<file path="src/rtl/nbody_step_sequencer.sv">
// nbody_step_sequencer: per-step pair issue, velocity write-back tagging and
// position-update sweep for the N-body accelerator, plus the software go/done/ack
// handshake and RAM-ownership select.
module nbody_step_sequencer #(
    parameter int unsigned BODIES          = 512,
    parameter int unsigned BODY_ADDR_WIDTH = $clog2(BODIES),
    parameter int unsigned ACCEL_LAT       = 122,
    parameter int unsigned UPDATE_LAT      = 20,
    parameter int unsigned STEP_WIDTH      = 32
) (
    input  logic                       clk,
    input  logic                       rst,
    input  logic                       go,
    input  logic                       ack,
    input  logic [BODY_ADDR_WIDTH:0]   num_bodies,
    input  logic [STEP_WIDTH-1:0]      num_steps,
    output logic                       busy,
    output logic                       done,
    output logic                       aborted,
    output logic                       sw_own,
    output logic [STEP_WIDTH-1:0]      steps_done,
    output logic                       pair_valid,
    output logic [BODY_ADDR_WIDTH-1:0] pair_i,
    output logic [BODY_ADDR_WIDTH-1:0] pair_j,
    output logic                       pair_self,
    output logic                       pair_last,
    output logic                       acc_wr_valid,
    output logic [BODY_ADDR_WIDTH-1:0] acc_wr_idx,
    output logic                       upd_rd_valid,
    output logic [BODY_ADDR_WIDTH-1:0] upd_rd_idx,
    output logic                       upd_wr_valid,
    output logic [BODY_ADDR_WIDTH-1:0] upd_wr_idx
);
    localparam int unsigned BW      = BODY_ADDR_WIDTH;
    localparam int unsigned UPD_DLY = UPDATE_LAT + 1;
    localparam logic [BW:0] MAX_N   = (BW+1)'(BODIES);

    typedef enum logic [2:0] {
        IDLE, ACCEL, ACCEL_DRAIN, UPDATE, UPDATE_DRAIN, DONE
    } state_t;

    state_t                        state_q, state_d, out_state_c;
    logic                          go_q;
    logic [BW:0]                   n_q;
    logic [STEP_WIDTH-1:0]         s_q, steps_d;
    logic [BW-1:0]                 i_q, i_d, j_q, j_d, k_q, k_d, last_idx_c;
    logic                          start_c, abort_c, run_state_c, out_busy_c;
    logic [ACCEL_LAT-1:0]          acc_v_sr;
    logic [ACCEL_LAT-1:0][BW-1:0]  acc_idx_sr;
    logic [UPD_DLY-1:0]            upd_v_sr;
    logic [UPD_DLY-1:0][BW-1:0]    upd_idx_sr;

    assign last_idx_c  = BW'(n_q - (BW+1)'(1));
    assign run_state_c = state_q inside {ACCEL, ACCEL_DRAIN, UPDATE, UPDATE_DRAIN};
    assign out_state_c = abort_c ? IDLE : state_q;
    assign out_busy_c  = run_state_c & ~abort_c;

    // Next-state, index counters and step counter.
    always_comb begin
        state_d = state_q;
        i_d     = i_q;
        j_d     = j_q;
        k_d     = k_q;
        steps_d = steps_done;
        start_c = 1'b0;
        abort_c = 1'b0;
        if (run_state_c && !go) begin
            abort_c = 1'b1;
            state_d = IDLE;
        end else begin
            case (state_q)
                IDLE: begin
                    if (go && !go_q) begin
                        start_c = 1'b1;
                        i_d     = '0;
                        j_d     = '0;
                        k_d     = '0;
                        steps_d = '0;
                        state_d = (num_bodies == '0 || num_steps == '0) ? DONE : ACCEL;
                    end
                end
                ACCEL: begin
                    if (j_q == last_idx_c) begin
                        j_d = '0;
                        if (i_q == last_idx_c) begin
                            i_d     = '0;
                            state_d = ACCEL_DRAIN;
                        end else begin
                            i_d = i_q + BW'(1);
                        end
                    end else begin
                        j_d = j_q + BW'(1);
                    end
                end
                ACCEL_DRAIN: begin
                    if (acc_wr_valid && acc_wr_idx == last_idx_c) begin
                        state_d = UPDATE;
                    end
                end
                UPDATE: begin
                    if (k_q == last_idx_c) begin
                        k_d     = '0;
                        state_d = UPDATE_DRAIN;
                    end else begin
                        k_d = k_q + BW'(1);
                    end
                end
                UPDATE_DRAIN: begin
                    if (upd_wr_valid && upd_wr_idx == last_idx_c) begin
                        steps_d = (steps_done == '1) ? steps_done : steps_done + STEP_WIDTH'(1);
                        state_d = (steps_d == s_q) ? DONE : ACCEL;
                    end
                end
                DONE: begin
                    if (ack) begin
                        state_d = IDLE;
                    end
                end
                default: state_d = IDLE;
            endcase
        end
    end

    // State, counters and latched run configuration.
    always_ff @(posedge clk or posedge rst) begin
        if (rst) begin
            state_q    <= IDLE;
            go_q       <= 1'b0;
            n_q        <= '0;
            s_q        <= '0;
            i_q        <= '0;
            j_q        <= '0;
            k_q        <= '0;
            steps_done <= '0;
            aborted    <= 1'b0;
        end else begin
            state_q    <= state_d;
            go_q       <= go;
            i_q        <= i_d;
            j_q        <= j_d;
            k_q        <= k_d;
            steps_done <= steps_d;
            if (start_c) begin
                n_q     <= (num_bodies > MAX_N) ? MAX_N : num_bodies;
                s_q     <= num_steps;
                aborted <= 1'b0;
            end
            if (abort_c) begin
                aborted <= 1'b1;
            end
        end
    end

    // Registered status and issue outputs; an abort forces idle values at once.
    always_ff @(posedge clk or posedge rst) begin
        if (rst) begin
            busy         <= 1'b0;
            sw_own       <= 1'b1;
            done         <= 1'b0;
            pair_valid   <= 1'b0;
            pair_i       <= '0;
            pair_j       <= '0;
            pair_self    <= 1'b0;
            pair_last    <= 1'b0;
            upd_rd_valid <= 1'b0;
            upd_rd_idx   <= '0;
        end else begin
            busy         <= out_busy_c;
            sw_own       <= ~out_busy_c;
            done         <= (out_state_c == DONE);
            pair_valid   <= (out_state_c == ACCEL);
            pair_i       <= (out_state_c == ACCEL) ? i_q : '0;
            pair_j       <= (out_state_c == ACCEL) ? j_q : '0;
            pair_self    <= (out_state_c == ACCEL) && (i_q == j_q);
            pair_last    <= (out_state_c == ACCEL) && (j_q == last_idx_c);
            upd_rd_valid <= (out_state_c == UPDATE);
            upd_rd_idx   <= (out_state_c == UPDATE) ? k_q : '0;
        end
    end

    // Write-back tag pipelines matching the datapath latencies; flushed on abort.
    always_ff @(posedge clk or posedge rst) begin
        if (rst) begin
            acc_v_sr   <= '0;
            acc_idx_sr <= '0;
            upd_v_sr   <= '0;
            upd_idx_sr <= '0;
        end else if (abort_c) begin
            acc_v_sr   <= '0;
            acc_idx_sr <= '0;
            upd_v_sr   <= '0;
            upd_idx_sr <= '0;
        end else begin
            acc_v_sr[0]   <= pair_valid & pair_last;
            acc_idx_sr[0] <= pair_i;
            for (int k = 1; k < int'(ACCEL_LAT); k++) begin
                acc_v_sr[k]   <= acc_v_sr[k-1];
                acc_idx_sr[k] <= acc_idx_sr[k-1];
            end
            upd_v_sr[0]   <= upd_rd_valid;
            upd_idx_sr[0] <= upd_rd_idx;
            for (int k = 1; k < int'(UPD_DLY); k++) begin
                upd_v_sr[k]   <= upd_v_sr[k-1];
                upd_idx_sr[k] <= upd_idx_sr[k-1];
            end
        end
    end

    assign acc_wr_valid = acc_v_sr[ACCEL_LAT-1];
    assign acc_wr_idx   = acc_idx_sr[ACCEL_LAT-1];
    assign upd_wr_valid = upd_v_sr[UPD_DLY-1];
    assign upd_wr_idx   = upd_idx_sr[UPD_DLY-1];

endmodule

</file>
<file path="config.mk">
export PLATFORM = sky130hd
export DESIGN_NAME = nbody_step_sequencer
export DESIGN_NICKNAME = d
export VERILOG_FILES = /design/src/rtl/nbody_step_sequencer.sv
export SDC_FILE = /design/constraint.sdc
export NUM_CORES = 2
export LEC_CHECK = 0
export BUFFER_PORTS_ARGS = -buffer_cell sky130_fd_sc_hd__buf_4
export CORE_MARGIN = 3
export CORE_UTILIZATION = 25
export DETAILED_ROUTE_END_ITERATION = 10
export SETUP_SLACK_MARGIN = 0.2
export SLEW_MARGIN = 20
export SYNTH_ARGS = -nofsm -noshare
export SYNTH_HDL_FRONTEND = slang
export SYNTH_SLANG_ARGS = --single-unit
</file>
<file path="constraint.sdc">
create_clock -name clk -period 74.4 [get_ports clk]
set_input_delay 11.16 -clock clk [delete_from_list [all_inputs] [get_ports clk]]
set_output_delay 11.16 -clock clk [all_outputs]
set_load 0.01 [all_outputs]
</file>
==> metrics.yaml <==
grt:
  grt_pass1_vias: 28200
  track_usage_pct: 9.24
  grt_use_met1_pct: 13.0
  grt-ovfl-total: 0
  grt_max_degree: 329
  use_met3_pct: 1.90
  grt_pass1_wl_um: 166000
  grt.busiest_layer: "met2"
  grt_util_met2_pct: 14.1
  antenna_found_initial: 6
cts:
  h-tree-depth: 4
  postCtsSetupRepairBufs: 0
  post_cts_resize_count: 0
  clk_pin_slew_worst_paths_ps: 60
  ctsRootBufferMaster: "clkbuf_16"
  cts.sinks: 1569
  cts.path.max_buffers: 3
  cts_tree: "done"
  hold_buffers: 0
  numCtsBuffers: 153
  worstSkewPairLatency_ps: 780
die:
  io_pins: 133
  start_util_pct: 25.2
  row_count: 170
  die_area_um2: 223000
  core_um2: 215000
  die_x_um: 472
  die_h_um: 472
logic_synthesis:
  syn_area_um2: 54400
  yosysUniqueCellTypes: 78
  synth_top_area_share_pct: 72.1
  synth.area.top_cells: "dfrtp_1, and2_1, clkbuf_1, xnor2_1, mux2_2"
  seq_area_frac_synth_pct: 72.2
  syn_nets: 4071
  synth_most_common_cell: "dfrtp_1"
  synthFlopType: "dfrtp_1"
  synthTopCellsByCount: "dfrtp_1, and2_1, clkbuf_1"
  yosysTopAreaCell: "dfrtp_1"
  synth_seq_cells: 1569
  synth_edf_count: 0
  async_flop_share_pct: 100
  yosysWarnings: 0
  avgSynthCellArea_um2: 13.5
  synth_cells: 4020
finish:
  final_util_pct: 29.5
  drive_gt1_share_pct: 10.9
  instances_no_fill: 7051
  nets: 4139
  syn_to_final_growth_pct: 16.7
routing:
  drc: 0
  drt-vias-per-instance: 3.93
  drtIter0Drc: 2380
  via_count: 27700
  routed_wl_um: 101000
  wl_per_cell_um: 14.4
  dr.pass1.iters: 5
  postRouteAntennaNets: 0
timing:
  setup_ws_ps: 60540
  finalMaxSlewViolations: 0
  tns_ps: 0
  slew_headroom_pct: 29.1
  fin_crit_sh_pct: 18.6
  period_needed_ps: 13860
  finalClockSkew_ps: 49.3
  worst_pin_slew_ps: 1060
  setup_viol: 0
  fmax_ghz: 0.0721
  finalHoldViolCount: 0
  rsz0062_at_grt: "false"
outcome:
  outcome: "complete, no violations"
setup_path:
  critPathKind: "in -> reg"
  end_kind: "flop"
  critPathLaunchType: "input pin"
  worstPathArrival_ps: 14570
  cp.required_ps: 75110
  reg2reg_depth: 7
  path_max_fanout: 328
pwr:
  power_mw: 2.00
  comb_power_share_pct: 15.2
  sw_frac_of_total_pct: 29.7
  p_seq_share_pct: 45.8
  switching_power_uw: 595
  intPower_mw: 1.41
  max-vdd-ir-drop_uv: 31.7
  power.density_nw_per_um2: 31.5
  cellLeakagePower_nw: 31.4
  p_clk_share_pct: 39.1
min_path:
  hold_class: "reg -> reg"
  hold_path_depth: 1
placed_design:
  dp_slack_ps: 59050
  gp_congestion: 0.822
  dp_hpwl_um: 60200
  port_buffers: 132
  dp_cells: 6771
flow_run:
  drv_cap: 0
==> cells in the final DEF (no fill, tap or decap), types with 26 or more instances in the layout <==
cell type     n
nand4_1      27
nor3_1       31
mux2_2       34
buf_4       150
o21ai_0      55
dfrtp_1    1567
nor4_1       28
xnor2_1      62
nand2_1      97
and3_1       50
nor2_1       42
and2_1     1434
xor2_1       26
clkbuf_1     41
nand3_1      58
clkbuf_8     36
clkbuf_16   154
==> power groups by stage <==
stage,combinational (mW),sequential [mW],clock (mW)
2_1_floorplan,0.229,0.912,0
3_3_place_gp,0.305,0.931,0
3_5_place_dp,0.310,0.931,0
4_1_cts,0.311,0.916,0.810
5_1_grt,0.345,0.920,0.847
6_report,0.304,0.916,0.782
==> sequential cells by signal, summed over array words and instances (netlist names), 3 cells and up <==
| register | count |
|---|---|
| steps_done | 32 |
| j_q | 9 |
| acc_wr_idx | 9 |
| k_q | 9 |
| state_q | 3 |
| pair_j | 9 |
| acc_idx_sr | 1089 |
| upd_wr_idx | 9 |
| pair_i | 9 |
| upd_v_sr | 21 |
| acc_v_sr | 122 |
| n_q | 9 |
| i_q | 9 |
| s_q | 32 |
| upd_rd_idx | 9 |
| upd_idx_sr | 180 |
==> kinds of logic (layout without fill, tap and decap cells) <==
family	after synthesis	after routing	share of synthesized area [%]
flops	1569	1569	72.2
compound gates	182	182	2.31
buf+inv	267	458	2.01
simple gates	1857	1857	20.7
other cells	0	2	0
mux	43	43	0.872
xor+xnor	97	97	1.79
fa+ha+maj	5	5	0.115
==> cell type report <==
class                           count  area (um^2)
Clock buffer                      231         4500
Sequential cell                  1569        39300
Timing Repair Buffer              162         1300
Fill cell                       21400       152000
Clock inverter                     47          729
Antenna cell                        2         5.00
Tap cell                         2838         3550
Inverter                           18         75.1
Multi-Input combinational cell   2184        14100
==> layer usage <==
layer / routed length [um] / vias to the layer above
met5: 0 / -
met3: 3690 / 145
li1: - / 12900
met1: 48600 / 14300
met4: 2740 / 0
met2: 46400 / 412
==> through the flow <==
step / hold slack [ps] / area, um^2
after floorplan: 428 / 54400
after global placement: 430 / 58200
after detailed placement: 432 / 58200
after CTS: 410 / 63400
after global routing: 420 / 63500
final: 416 / 63500
==> worst max-delay path, cell delays in order <==
cell,delay [ps]
buf_4,120
inv_1,140
nand2_8,460
buf_12,750
buf_6,670
buf_4,800
and3_1,260
==> final timing paths <==
| path | from | end | slack (ps) |
|---|---|---|---|
| worst min-delay path | acc_idx_sr[350] | acc_idx_sr[359] | 420 |
| max in group asynchronous | rst | steps_done[5] | 60730 |
| worst max register to register | state_q[0] | acc_v_sr[0] | 69740 |
| min in group asynchronous | rst | upd_idx_sr[108] | 10550 |
| worst max-delay path | go | acc_v_sr[0] | 60540 |
| worst min register to register | acc_idx_sr[350] | acc_idx_sr[359] | 420 |
Power figures use the tool's default switching activity.
